<file path="src/rtl/core_muldiv_pkg.sv">
// structures: shared opcode/state types and word-size constant for the
// multiply/divide unit.
package structures;
    typedef enum logic [2:0] {MULT, MULTU, DIV, DIVU, MTHI, MTLO} md_op_t;
    typedef enum logic [1:0] {IDLE, RUN, FIX, DONE} md_state_t;
    localparam int WORD_W = 32;
endpackage

</file>
<file path="src/rtl/core_muldiv_step.sv">
// muldiv_step: one combinational iteration, either an add-shift multiply step
// or a restoring divide step on the {upper, lower} accumulator pair.
module muldiv_step #(
    parameter int WIDTH = 64
) (
    input  logic                 i_div,
    input  logic [2*WIDTH-1:0]   i_acc,
    input  logic [WIDTH-1:0]     i_b,
    output logic [2*WIDTH-1:0]   o_acc
);
    logic [WIDTH:0] w_sum;
    logic [WIDTH:0] w_up;
    logic [WIDTH:0] w_trial;
    logic           w_ge;

    assign w_sum   = {1'b0, i_acc[2*WIDTH-1:WIDTH]} + (i_acc[0] ? {1'b0, i_b} : '0);
    // upper is {remainder, next dividend bit}; a clear MSB after subtracting means it fit
    assign w_up    = i_acc[2*WIDTH-1:WIDTH-1];
    assign w_trial = w_up - {1'b0, i_b};
    assign w_ge    = ~w_trial[WIDTH];
    assign o_acc   = i_div ? {w_ge ? w_trial[WIDTH-1:0] : w_up[WIDTH-1:0], i_acc[WIDTH-2:0], w_ge}
                           : {w_sum, i_acc[WIDTH-1:1]};
endmodule

</file>
<file path="src/rtl/core_muldiv.sv">
// core_muldiv: iterative signed/unsigned multiply and divide with HI/LO
// registers; magnitudes are iterated, signs applied in a single FIX cycle.
module core_muldiv
    import structures::*;
#(
    parameter int WIDTH = 64
) (
    input  logic             i_clock,
    input  logic             i_reset,
    input  logic             i_start,
    input  md_op_t           i_op,
    input  logic             i_word,
    input  logic [WIDTH-1:0] i_a,
    input  logic [WIDTH-1:0] i_b,
    input  logic             i_flush,
    output logic             o_busy,
    output logic             o_done,
    output logic [WIDTH-1:0] o_hi,
    output logic [WIDTH-1:0] o_lo
);
    localparam int CW = $clog2(WIDTH) + 1;
    localparam int SH = WIDTH - WORD_W;

    function automatic logic [WIDTH-1:0] ext32(input logic [WIDTH-1:0] x, input logic s);
        logic signed [WIDTH-1:0] t;
        t = $signed(x << SH) >>> SH;
        return s ? t : (x << SH) >> SH;
    endfunction

    md_state_t          r_state;
    logic [CW-1:0]      r_cnt;
    logic [2*WIDTH-1:0] r_acc;
    logic [WIDTH-1:0]   r_b, r_hi, r_lo;
    logic               r_div, r_word, r_neg_q, r_neg_r, r_dz;

    logic               w_sgn, w_div, w_md, w_sa, w_sb;
    logic [WIDTH-1:0]   w_a_ext, w_b_ext, w_ma, w_mb;
    logic [2*WIDTH-1:0] w_step, w_pmag, w_prod;
    logic [WIDTH-1:0]   w_q, w_r, w_hi, w_lo, w_hi_c, w_lo_c;

    assign w_sgn   = (i_op == MULT) | (i_op == DIV);
    assign w_div   = (i_op == DIV) | (i_op == DIVU);
    assign w_md    = w_div | (i_op == MULT) | (i_op == MULTU);
    assign w_a_ext = i_word ? ext32(i_a, w_sgn) : i_a;
    assign w_b_ext = i_word ? ext32(i_b, w_sgn) : i_b;
    assign w_sa    = w_sgn & w_a_ext[WIDTH-1];
    assign w_sb    = w_sgn & w_b_ext[WIDTH-1];
    // abs(MIN) wraps to MIN, which read unsigned is the correct magnitude
    assign w_ma    = w_sa ? -w_a_ext : w_a_ext;
    assign w_mb    = w_sb ? -w_b_ext : w_b_ext;

    muldiv_step #(.WIDTH(WIDTH)) u_step (
        .i_div (r_div),
        .i_acc (r_acc),
        .i_b   (r_b),
        .o_acc (w_step)
    );

    // a 32-step multiply leaves the product 32 bits above where a full run would
    assign w_pmag = r_word ? r_acc >> SH : r_acc;
    assign w_prod = r_neg_q ? -w_pmag : w_pmag;
    assign w_q    = r_dz ? '1 : r_neg_q ? -r_acc[WIDTH-1:0] : r_acc[WIDTH-1:0];
    assign w_r    = r_neg_r ? -r_acc[2*WIDTH-1:WIDTH] : r_acc[2*WIDTH-1:WIDTH];
    assign w_hi   = r_div ? w_r : r_word ? w_prod[WIDTH-1:0] >> WORD_W : w_prod[2*WIDTH-1:WIDTH];
    assign w_lo   = r_div ? w_q : w_prod[WIDTH-1:0];
    assign w_hi_c = r_word ? ext32(w_hi, 1'b1) : w_hi;
    assign w_lo_c = r_word ? ext32(w_lo, 1'b1) : w_lo;

    assign o_busy = i_reset & ((r_state == IDLE & i_start & w_md & ~i_flush) |
                               r_state == RUN | r_state == FIX);
    assign o_done = r_state == DONE;
    assign o_hi   = r_hi;
    assign o_lo   = r_lo;

    always_ff @(posedge i_clock or negedge i_reset) begin
        if (!i_reset) begin
            r_state <= IDLE;
            r_cnt   <= '0;
            r_acc   <= '0;
            r_b     <= '0;
            r_div   <= 1'b0;
            r_word  <= 1'b0;
            r_neg_q <= 1'b0;
            r_neg_r <= 1'b0;
            r_dz    <= 1'b0;
            r_hi    <= '0;
            r_lo    <= '0;
        end else if (i_flush) begin
            r_state <= IDLE;
        end else begin
            case (r_state)
                IDLE: begin
                    if (i_start && w_md) begin
                        r_acc   <= {{WIDTH{1'b0}}, w_div ? (i_word ? w_ma << SH : w_ma) : w_mb};
                        r_b     <= w_div ? w_mb : w_ma;
                        r_div   <= w_div;
                        r_word  <= i_word;
                        r_neg_q <= w_sa ^ w_sb;
                        r_neg_r <= w_sa;
                        r_dz    <= w_div & (w_mb == '0);
                        r_cnt   <= i_word ? CW'(WORD_W) : CW'(WIDTH);
                        r_state <= RUN;
                    end else if (i_start && i_op == MTHI) begin
                        r_hi <= i_a;
                    end else if (i_start && i_op == MTLO) begin
                        r_lo <= i_a;
                    end
                end
                RUN: begin
                    r_acc <= w_step;
                    r_cnt <= r_cnt - 1'b1;
                    if (r_cnt == CW'(1))
                        r_state <= FIX;
                end
                FIX: begin
                    r_hi    <= w_hi_c;
                    r_lo    <= w_lo_c;
                    r_state <= DONE;
                end
                default: r_state <= IDLE;
            endcase
        end
    end
endmodule

</file>
<file path="config.mk">
export PLATFORM = sky130hd
export DESIGN_NAME = core_muldiv
export DESIGN_NICKNAME = d
export VERILOG_FILES = /design/src/rtl/core_muldiv_pkg.sv /design/src/rtl/core_muldiv_step.sv /design/src/rtl/core_muldiv.sv
export SDC_FILE = /design/constraint.sdc
export NUM_CORES = 2
export LEC_CHECK = 0
export CORE_MARGIN = 1.5
export CORE_UTILIZATION = 35
export CTS_CLUSTER_SIZE = 12
export DETAILED_ROUTE_END_ITERATION = 8
export GPL_TIMING_DRIVEN = 0
export REMOVE_ABC_BUFFERS = 1
export SLEW_MARGIN = 20
export SYNTH_ARGS = -nofsm -noshare
export SYNTH_HDL_FRONTEND = slang
export SYNTH_SLANG_ARGS = --single-unit
export TNS_END_PERCENT = 100
</file>
<file path="constraint.sdc">
create_clock -name i_clock -period 6.6 [get_ports i_clock]
set_input_delay 1.65 -clock i_clock [delete_from_list [all_inputs] [get_ports i_clock]]
set_output_delay 1.65 -clock i_clock [all_outputs]
set_load 0.005 [all_outputs]
</file>
==> flow_summary_export.csv <==
group,metric,value,unit
worst_hold_path,min_to,"o_lo[6]",
sta,drv_slew,0,
grt,grt_pass1_vias,39600,
layout,fillers,11000,
worst_setup_path,r2r-start,"r_word",
grt,track_usage,33.7,%
floorplan,initial_utilization,35.2,%
clock_network,cts_sinks,334,
floorplan,num_rows,119,
synth,yosys_warnings,0,
synth,async_flop_share,100,%
synth,synth_cells,5278,
clock_network,cts_root_buffer,"clkbuf_16",
grt,grt_max_degree,93,
routing,avgViaCountPerCell,6.41,
layout,drive_gt1_share,5.29,%
placement,placedCellCount,6533,
worst_hold_path,hold_path.startpoint,"o_lo[6]",
grt,antenna_found_initial,8,
sta,max_slew_margin,14.1,%
synth,yosys.area.top_type,"dfrtp_1",
sta,finalHoldViolCount,0,
clock_network,htreeDepth,2,
clock_network,clockBufferDepth,3,
layout,area_growth,15.2,%
synth,ys_top_cells_by_count,"nand2_1, nor2_1, a21oi_1",
clock_network,ctsResizeCount,9,
synth,avgSynthCellArea,7.03,um2
status,status,"finished clean",
routing,avgRoutedWirePerCell,28.5,um
sta,worst_pin_slew,1.28,ns
worst_hold_path,min_path_type,"flip-flop to flip-flop",
sta,setup_violations,0,
grt,grt.overflow.total,0,
sta,final.min_clock_period,6.42,ns
placement,gp_congestion,1.02,
synth,synth-edff-count,0,
clock_network,clk_latency,0.63,ns
floorplan,chipHeight,329,um
synth,synth.most_common_cell,"nand2_1",
pwr,pwr_density_cell,551,nW/um2
clock_network,clkSlewWorstSetupHoldPaths,0.06,ns
clock_network,cts_made_buffers,42,
routing,route.detailed.drc,0,
worst_setup_path,start_kind,"flip-flop",
placement,pre_cts_ws,-0.809,ns
layout,fin_cells,6612,
layout,seq_area,8370,um2
worst_setup_path,critical_path.max_fanout,67,
floorplan,core_area,105000,um2
worst_setup_path,crit_arrival,6.89,ns
layout,multi_input_area,26800,um2
routing,drt_iter0_markers,5406,
worst_setup_path,critPathKind,"flip-flop to flip-flop",
pwr,ir_drop,0.000264,V
clock_network,holdBufCountCts,0,
worst_setup_path,reg2regPathDepth,16,
synth,synth_top_area_share,22.5,%
routing,route.vias.total,42400,
worst_setup_path,slowest_stage,"a222oi_1",
synth,synthTopCellsByArea,"dfrtp_1, a21oi_1, o21ai_0, nand2_1, nor2_1",
synth,synth_seq_cells,334,
floorplan,pin_count,266,
synth,netlist_area,37100,um2
worst_setup_path,timing.critical_path.slowest_cell_delay,0.66,ns
worst_setup_path,crit_chain,"buf_16, buf_16, buf_12, buf_12, buf_16, or4b_1, a222oi_1, and3_1, nand3_2, nor3_4, a21oi_1, xnor2_2, o21a_2, and2_2, a21boi_2, a311oi_1",
sta,rsz0062_at_grt,"false",
synth,synth.distinct_cells,92,
layout,nets,5465,
pwr,p_leak,16.7,nW
routing,drt_wl_total,188000,um
clock_network,postCtsSetupBuffers,0,
grt,grt_pass1_wl,273000,um
worst_setup_path,cpMostUsedCell,"buf_16",
sta,max_freq,156,MHz
placement,io_buffers,265,
synth,ys_seq_area_share,22.5,%
routing,firstDrtPassIters,6,
floorplan,die_area,108000,um2
worst_hold_path,min_path_cells,2,
job,cap_violations,0,
sta,worst_slack,0.177,ns
floorplan,chipWidth,329,um
clock_network,cts_tree,"built",
worst_setup_path,critPathRequiredTime,7.07,ns
worst_setup_path,cp-end-kind,"flip-flop",
placement,dp_hpwl,145000,um
sta,finalCritPeriodShare,97.3,%
routing,ant_nets,0,
synth,dominantRegCellSynth,"dfrtp_1",
worst_setup_path,rrSetupSlack,0.18,ns
worst_setup_path,rr_endpoint,"o_hi[38]",
sta,skew,0.0312,ns
==> critical path, delay by kind of cell, from the launching register on <==
family          cells  cell delay [ns]
simple gates        5             1.99
compound gates      5             1.75
buf+inv             5             1.40
flops               1             0.63
xor+xnor            1             0.33
==> layer usage <==
| layer | track usage [%] | routed length, um | up-vias | part of all wire, % |
|---|---|---|---|---|
| li1 | - | - | 19000 | - |
| met5 | 0 | 37 | - | 0.020 |
| met2 | 50.1 | 79700 | 2622 | 42 |
| met3 | 6.35 | 18400 | 588 | 9.8 |
| met1 | 44.6 | 75600 | 20200 | 40 |
| met4 | 22.0 | 14600 | 6 | 7.7 |
==> cell families (layout without fill, tap and decap cells) <==
family                     count (synthesis)  count (layout)  share of synthesized area [%]
and+or+nand+nor                         1904            1904                           24.2
AOI/OAI and AO/OA                       1777            1777                           29.3
buffers and inverters                    594             534                           6.10
xor gates and xnor gates                 370             370                           8.73
DFF                                      334             334                           22.5
muxes                                    157             157                           4.34
adders and majority gates                142             142                           4.83
other                                      0               3                              0
==> cell type report <==
class	instances	share of cell area [%]
antenna	3	0.0176
timing repair buffer	321	8.89
clock inverter	21	0.737
tap	1391	4.07
clock buffer	54	2.77
sequential	334	19.6
inverter	138	1.24
multi-input combinational	4350	62.7
==> where the power goes <==
group / total, mW / switching, mW / leakage (nW) / internal [mW]
Sequential: 5.19 / 2.23 / 4.14 / 2.96
Clock: 2.59 / 1.08 / 0.725 / 1.51
Combinational: 15.8 / 9.74 / 11.9 / 6.04
Total: 23.6 / 13.0 / 16.7 / 10.5
==> state kept, by name (all words and copies together) (netlist names) <==
name	count
r_neg_q	1
o_hi	64
r_acc	128
r_dz	1
r_state	2
o_lo	64
r_word	1
r_neg_r	1
r_cnt	7
r_b	64
r_div	1
==> how the worst max path moves through the flow <==
stage | start | to | slack (ns)
floorplan | r_word | o_lo[47] | -5.20
global placement | r_word | o_lo[38] | -12.74
detailed placement | r_word | o_hi[38] | -0.81
CTS | r_word | o_hi[32] | 0.04
global route | r_word | o_hi[38] | 0.05
finish | r_word | o_hi[38] | 0.18
==> per-stage QoR <==
stage	TNS [ns]	area, um2	hold slack [ns]	utilization, %	power, mW
2_1_floorplan	-501.20	35400	0.450	-	14.3
3_3_place_gp	-6282.55	39700	0.458	37.8	20.2
3_5_place_dp	-4.12	41100	0.461	39.1	20.3
4_1_cts	0	42700	0.476	40.5	23.0
5_1_grt	0	42700	0.503	40.6	24.9
6_report	0	42800	0.473	40.6	23.6
==> cell usage in the layout (no fill, tap or decap), types with 132 or more instances in the layout <==
master             n
ha_1             138
dfrtp_1          331
nand2_1          630
nor3_1           174
a21oi_1          503
nor2_1           526
clkdlybuf4s50_1  262
inv_1            132
xnor2_1          195
xor2_1           173
o21ai_0          500
Power figures use the tool's default switching activity.
